===== config.mk =====
export PLATFORM = sky130hd
export DESIGN_NAME = ifetch_buffer
export DESIGN_NICKNAME = d
export VERILOG_FILES = /design/src/rtl/ifetch_buffer.sv
export SDC_FILE = /design/constraint.sdc
export NUM_CORES = 1
export LEC_CHECK = 0
export ABC_AREA = 1
export CAP_MARGIN = 20
export CORE_MARGIN = 3
export CORE_UTILIZATION = 55
export CTS_BUF_LIST = sky130_fd_sc_hd__clkbuf_8
export CTS_CLUSTER_SIZE = 24
export DETAILED_ROUTE_END_ITERATION = 7
export MAX_ROUTING_LAYER = met4
export PLACE_DENSITY = 0.78
export SLEW_MARGIN = 30
export SYNTH_ARGS = -nofsm -noshare
export SYNTH_HDL_FRONTEND = slang
export SYNTH_SLANG_ARGS = --single-unit

===== constraint.sdc =====
create_clock -name clk -period 11.3 [get_ports clk]
set_input_delay 2.26 -clock clk [delete_from_list [all_inputs] [get_ports clk]]
set_output_delay 2.26 -clock clk [all_outputs]
set_load 0.01 [all_outputs]

===== src/rtl/ifetch_buffer.sv =====
// Instruction fetch buffer: issues sequential ROM reads under a credit limit and
// queues {address, instruction} pairs for the decode stage, with jump redirect.
module ifetch_buffer #(
    parameter int          DEPTH    = 4,
    parameter logic [31:0] RESET_PC = 32'h0000_0000,
    parameter logic [31:0] NOP_INST = 32'h0000_0013
) (
    input  logic        clk,
    input  logic        rst,
    input  logic        jump_en_i,
    input  logic [31:0] jump_addr_i,
    output logic        rom_req_o,
    output logic [31:0] rom_addr_o,
    input  logic [31:0] rom_inst_i,
    output logic        inst_valid_o,
    output logic [31:0] inst_o,
    output logic [31:0] inst_addr_o,
    input  logic        inst_ready_i
);

    localparam int AW = (DEPTH > 1) ? $clog2(DEPTH) : 1;
    localparam int CW = AW + 1;

    logic [AW-1:0] wr_ptr_reg, wr_ptr_next;
    logic [AW-1:0] rd_ptr_reg, rd_ptr_next;
    logic [CW-1:0] count_reg, count_next;
    logic [31:0]   pc_reg, pc_next;
    logic          pending_reg, pending_next;
    logic [31:0]   req_addr_reg, req_addr_next;
    logic [31:0]   last_addr_reg, last_addr_next;

    logic [31:0] mem_addr [DEPTH];
    logic [31:0] mem_inst [DEPTH];

    logic credit;
    logic issue;
    logic head_valid;
    logic push;
    logic pop;

    // Credit counts the in-flight response so a push can never land on a full FIFO.
    assign credit     = (count_reg + CW'(pending_reg)) < CW'(DEPTH);
    assign issue      = rst & (jump_en_i | credit);
    assign head_valid = (count_reg != '0);
    assign push       = pending_reg & ~jump_en_i;
    assign pop        = head_valid & inst_ready_i & ~jump_en_i;

    assign rom_req_o    = issue;
    assign rom_addr_o   = (rst & jump_en_i) ? jump_addr_i : pc_reg;
    assign inst_valid_o = head_valid;
    assign inst_o       = head_valid ? mem_inst[rd_ptr_reg] : NOP_INST;
    assign inst_addr_o  = head_valid ? mem_addr[rd_ptr_reg] : last_addr_reg;

    always_comb begin
        wr_ptr_next    = wr_ptr_reg;
        rd_ptr_next    = rd_ptr_reg;
        count_next     = count_reg;
        pc_next        = pc_reg;
        pending_next   = issue;
        req_addr_next  = req_addr_reg;
        last_addr_next = last_addr_reg;
        if (jump_en_i) begin
            wr_ptr_next   = '0;
            rd_ptr_next   = '0;
            count_next    = '0;
            pc_next       = jump_addr_i + 32'd4;
            req_addr_next = jump_addr_i;
        end else begin
            if (push) begin
                wr_ptr_next = wr_ptr_reg + 1'b1;
            end
            if (pop) begin
                rd_ptr_next    = rd_ptr_reg + 1'b1;
                last_addr_next = mem_addr[rd_ptr_reg];
            end
            if (push && !pop) begin
                count_next = count_reg + 1'b1;
            end else if (pop && !push) begin
                count_next = count_reg - 1'b1;
            end
            if (issue) begin
                pc_next       = pc_reg + 32'd4;
                req_addr_next = pc_reg;
            end
        end
    end

    always_ff @(posedge clk or negedge rst) begin
        if (!rst) begin
            wr_ptr_reg    <= '0;
            rd_ptr_reg    <= '0;
            count_reg     <= '0;
            pc_reg        <= RESET_PC;
            pending_reg   <= 1'b0;
            req_addr_reg  <= RESET_PC;
            last_addr_reg <= 32'h0000_0000;
        end else begin
            wr_ptr_reg    <= wr_ptr_next;
            rd_ptr_reg    <= rd_ptr_next;
            count_reg     <= count_next;
            pc_reg        <= pc_next;
            pending_reg   <= pending_next;
            req_addr_reg  <= req_addr_next;
            last_addr_reg <= last_addr_next;
        end
    end

    // Storage carries no reset; head outputs are masked while the FIFO is empty.
    always_ff @(posedge clk) begin
        if (push) begin
            mem_addr[wr_ptr_reg] <= req_addr_reg;
            mem_inst[wr_ptr_reg] <= rom_inst_i;
        end
    end

endmodule


# After elaboration in Yosys (flattened, before gate mapping)
# Memories as Yosys holds them, arrays and structs flattened.
# Index checks and enable logic that the tools add are counted.
# totals
out_inout_bits	98
ramBits	256
regBits	104
inputBits	68
mem_count	2
# memory_table
memory	words	word_bits	rd	rd_ports_with_merged_regs	write_ports	line_no	source
mem_addr	4	32	1	0	1	32	logic [31:0] mem_addr [DEPTH];
mem_inst	4	32	1	0	1	33	logic [31:0] mem_inst [DEPTH];
# classes
magnitude_cmp	1
add_sub_neg	7
bitwise_logic	7
reduce_logical	10
n_mux	16
# op_table
operator	n
$mux 32	7
$add 32x3->32 const B	2
$mux 3	3
$mux 2	4
$reduce_bool 2->1	3
$reduce_bool 3->1	2
$and 1x1->1	5
$add 2x1->2 const B	2
$add 3x1->3	1
$add 3x1->3 const B	1
$lt 3x3->1 const B	1
$sub 3x1->3 const B	1
$logic_and 1x1->1	2
$logic_not 1->1	2
$mux 1	2
$reduce_and 2->1	1
$not 1->1	1
$or 1x1->1	1

# Depth between registers and ports, before layout
# depth
word_depth	7
ltp_mapped	15
mapped_depth_nobuf	12

# Worst setup path after synthesis
# No wires, ideal clock.
# synth_path
kind	input-to-reg
start	in jump_en_i
end	mem mem_addr[0][0] (enable)
arrival_ns	5.480
setup_ns	0.486
stages	6
n_path_buf	3
slack_ns	5.334
path_cell_list	buf_6 -> clkinv_4 -> buf_8 -> buf_6 -> nand2_1 -> nor2_1
# synth_via
elab_chain_len	4
# synth_rtl
item	line_no	source
from (decl)	10	input logic jump_en_i,
$not 1->1 (no source line)	n/a	
$and 1x1->1	45	assign push = pending_reg & ~jump_en_i;
$mux 1	110	if (push) begin
$mux 1 (not written as such)	111	mem_addr[wr_ptr_reg] <= req_addr_reg;
to (decl)	32	
# Every way passes these cells.

# Worst setup path after layout
# layout_path
start	in jump_en_i
end	out rom_addr_o[5]
# layout_via
elab_chain_len	2
# layout_rtl
item	line_no	source
$and 1x1->1	49	assign rom_addr_o = (rst & jump_en_i) ? jump_addr_i : pc_reg;
$mux 32	49	
to (decl)	13	output logic [31:0] rom_addr_o,
# Every way passes these cells.

==> impl_metrics.json <==
{
  "layout_common_cells": "314 x nand2_1, 256 x edfxtp_1, 242 x nor2_1",
  "layout_commonest_cell": "nand2_1",
  "synthMuxAreaShare_pct": 0.713,
  "drv_slew": 0,
  "leakagePower_nw": 7.32,
  "fin_crit_ps": 6770,
  "detail_route.wl_per_cell_um": 16.7,
  "crit_type": "input port to output port",
  "die_w_um": 175,
  "grt_pass1_vias": 11000,
  "power_density_nw_per_um2": 208,
  "drive_above_1_share_pct": 9.00,
  "post-route-period-util_pct": 59.9,
  "clock_sinks": 360,
  "num_antenna_cells": 0,
  "cts.root.buffer_cell": "clkbuf_8",
  "totalPowerFinal_w": 0.00388,
  "ys_warn_count": 0,
  "grt_max_degree": 91,
  "grt_pass1_wl_um": 56500,
  "p_sw_w": 0.00127,
  "synthAdderAreaFrac_pct": 0.523,
  "grt_overflow": 0,
  "synth.distinct_cells": 40,
  "setup_tns_ps": 0,
  "syn_inst": 1553,
  "syn_area_per_cell_um2": 10.2,
  "sw_frac_of_total_pct": 32.6,
  "die_h_um": 175,
  "setup_slack_ps": 4530,
  "viasPerCell": 5.40,
  "crit_path_end_kind": "output port",
  "syn_nets": 1627,
  "placed_area_um2": 17600,
  "cpMaxStageDelayCell": "nand2_2",
  "crit_path_cell_trace": "buf_2 > buf_4 > nand2_2 > o21ai_0 > clkdlybuf4s50_1",
  "place_congestion": 0.858,
  "fmax_mhz": 148,
  "pre_cts_ws_ps": 4510,
  "vias": 11500,
  "coreArea_um2": 28000,
  "cts_tree": "built",
  "worstSetupStartpointType": "input port",
  "setup_viol": 0,
  "comb_power_share_pct": 30.5,
  "cts_resized": 0,
  "synthArstFlopShare_pct": 28.9,
  "syn_to_final_growth_pct": 18.3,
  "nets": 1777,
  "synth_top_family_by_area": "simple AND/OR/NAND/NOR gates",
  "synth_xor_area_share_pct": 0.388,
  "ant_nets": 0,
  "cp.arrival_ps": 4510,
  "die-area_um2": 30800,
  "yosysSeqAreaShare_pct": 65.2,
  "fin_skew_ps": 15.2,
  "crit_required_ps": 9040,
  "synthSimpleGateAreaFrac_pct": 17.1,
  "tightest_slew_ps": 963,
  "io_buffer_count": 165,
  "grt_antenna_before_repair": 0,
  "slew_headroom_pct": 35.8,
  "rsz0062_at_grt": "no",
  "critPathMaxFanout": 60,
  "clkPwrFrac_pct": 25.1,
  "hold_class": "flop to flop",
  "route.met2.wl_um": 16500,
  "cts_buffer_depth": 3,
  "num_io_pins": 166,
  "synth_ff_type": "edfxtp_1",
  "grt_usage_pct": 23.4,
  "route.met3.wl_um": 2440,
  "hpwl_um": 21100,
  "fin_util_pct": 66.7,
  "start_util_pct": 56.4,
  "routed_wl_um": 35600,
  "routed.top_layer": "met4",
  "hold_violations": 0,
  "ctsHoldBuffers": 0,
  "clkLatencyLatePin_ps": 570,
  "dr.pass1.iters": 5,
  "drt_iter0_drc": 1040,
  "status": "complete, no violations",
  "cts_setup_buffers": 0,
  "max_stage_delay_ps": 620,
  "top_regs": "mem_addr x128, mem_inst x128",
  "design_area_um2": 18700,
  "synth_area_um2": 15800,
  "peakVddDrop_uv": 93.0,
  "cell_internal_pwr_w": 0.00262,
  "synth_compound_area_share_pct": 11.0,
  "cts_max_level": 2,
  "numCtsBuffers": 54,
  "cts.clk_slew.worst_paths_ps": 60,
  "seqPwrFrac_pct": 44.4,
  "drv_cap": 0,
  "drt-met1-wl_um": 16000,
  "ys_seq_elements": 360,
  "route.detailed.drc": 0,
  "rows": 61,
  "synth_edf_count": 256
}
## critical path: cells and delay by family
kind,cells,cell delay (ps)
AND/OR/NAND/NOR,1,620
AO/OA/AOI/OAI,1,390
buffers and inverters,3,1160
## power by group through the flow
stage	clock (W)	combinational, W	sequential [W]
2_1_floorplan	0	0.000656	0.00170
3_3_place_gp	0	0.00116	0.00174
3_5_place_dp	0	0.00119	0.00175
4_1_cts	0.000996	0.00119	0.00172
5_1_grt	0.00106	0.00131	0.00174
6_report	0.000975	0.00119	0.00172
## metrics by stage
step | std cells | hold slack (ps)
2_1_floorplan | 1553 | 465
3_3_place_gp | 2024 | 490
3_5_place_dp | 2024 | 497
4_1_cts | 2122 | 516
5_1_grt | 2123 | 531
6_report | 2123 | 511
## synth_stat cells (2+ instances only)
master / n / share of area (%)
clkbuf_1: 51 / 1.2
edfxtp_1: 256 / 49
o22ai_1: 33 / 1.3
o21a_1: 2 / 0.095
nand3_2: 2 / 0.13
o21ai_2: 4 / 0.22
o21ai_1: 3 / 0.095
nor2_8: 2 / 0.25
nand2_1: 314 / 7.5
inv_2: 3 / 0.071
dfrtp_1: 104 / 16
o21ai_0: 239 / 7.6
ha_1: 5 / 0.40
xor2_1: 7 / 0.39
o311ai_0: 3 / 0.17
buf_1: 6 / 0.14
inv_1: 96 / 2.3
nor2_4: 5 / 0.36
nor3_1: 2 / 0.063
nand3_1: 45 / 1.4
buf_2: 20 / 0.63
mux2_2: 10 / 0.71
nand2_2: 23 / 0.91
buf_6: 5 / 0.36
a31oi_1: 7 / 0.28
nor2_1: 246 / 5.8
nand4_1: 5 / 0.20
nor2_2: 7 / 0.28
a21oi_1: 37 / 1.2
## layout make-up
| cell class | count | area (um^2) |
|---|---|---|
| Fill cell | 2163 | 9340 |
| Inverter | 101 | 387 |
| Timing Repair Buffer | 179 | 1770 |
| Clock inverter | 39 | 188 |
| Sequential cell | 360 | 10300 |
| Clock buffer | 59 | 812 |
| Multi-Input combinational cell | 1007 | 4750 |
| Tap cell | 378 | 473 |
## logic make-up after synthesis
logic type | count (synthesis)
multiplexers | 10
AND/OR/NAND/NOR | 654
flip-flops | 360
adder cells (fa/ha/maj) | 6
AO/OA/AOI/OAI | 330
buffers and inverters | 186
XOR/XNOR | 7
## final timing paths
check / start / depth (start not counted) / end / slack (ps)
setup reg to reg: rd_ptr_reg[0] / 6 / last_addr_reg[27] / 8320
hold reg to reg: pc_reg[28] / 2 / pc_reg[28] / 510
hold / removal: pc_reg[28] / 2 / pc_reg[28] / 510
max in group asynchronous: rst / 2 / rd_ptr_reg[0] / 8430
setup / recovery: jump_en_i / 5 / rom_addr_o[5] / 4530
min in group asynchronous: rst / 1 / pc_reg[25] / 1740
## per-layer routing
layer / global-route usage, % / vias to the layer above
met1: 33.4 / 5439
met5: - / -
li1: - / 5554
met2: 35.7 / 423
met3: 4.11 / 56
met4: 5.87 / 0
Note: power is estimated with default switching activity, not from simulation.
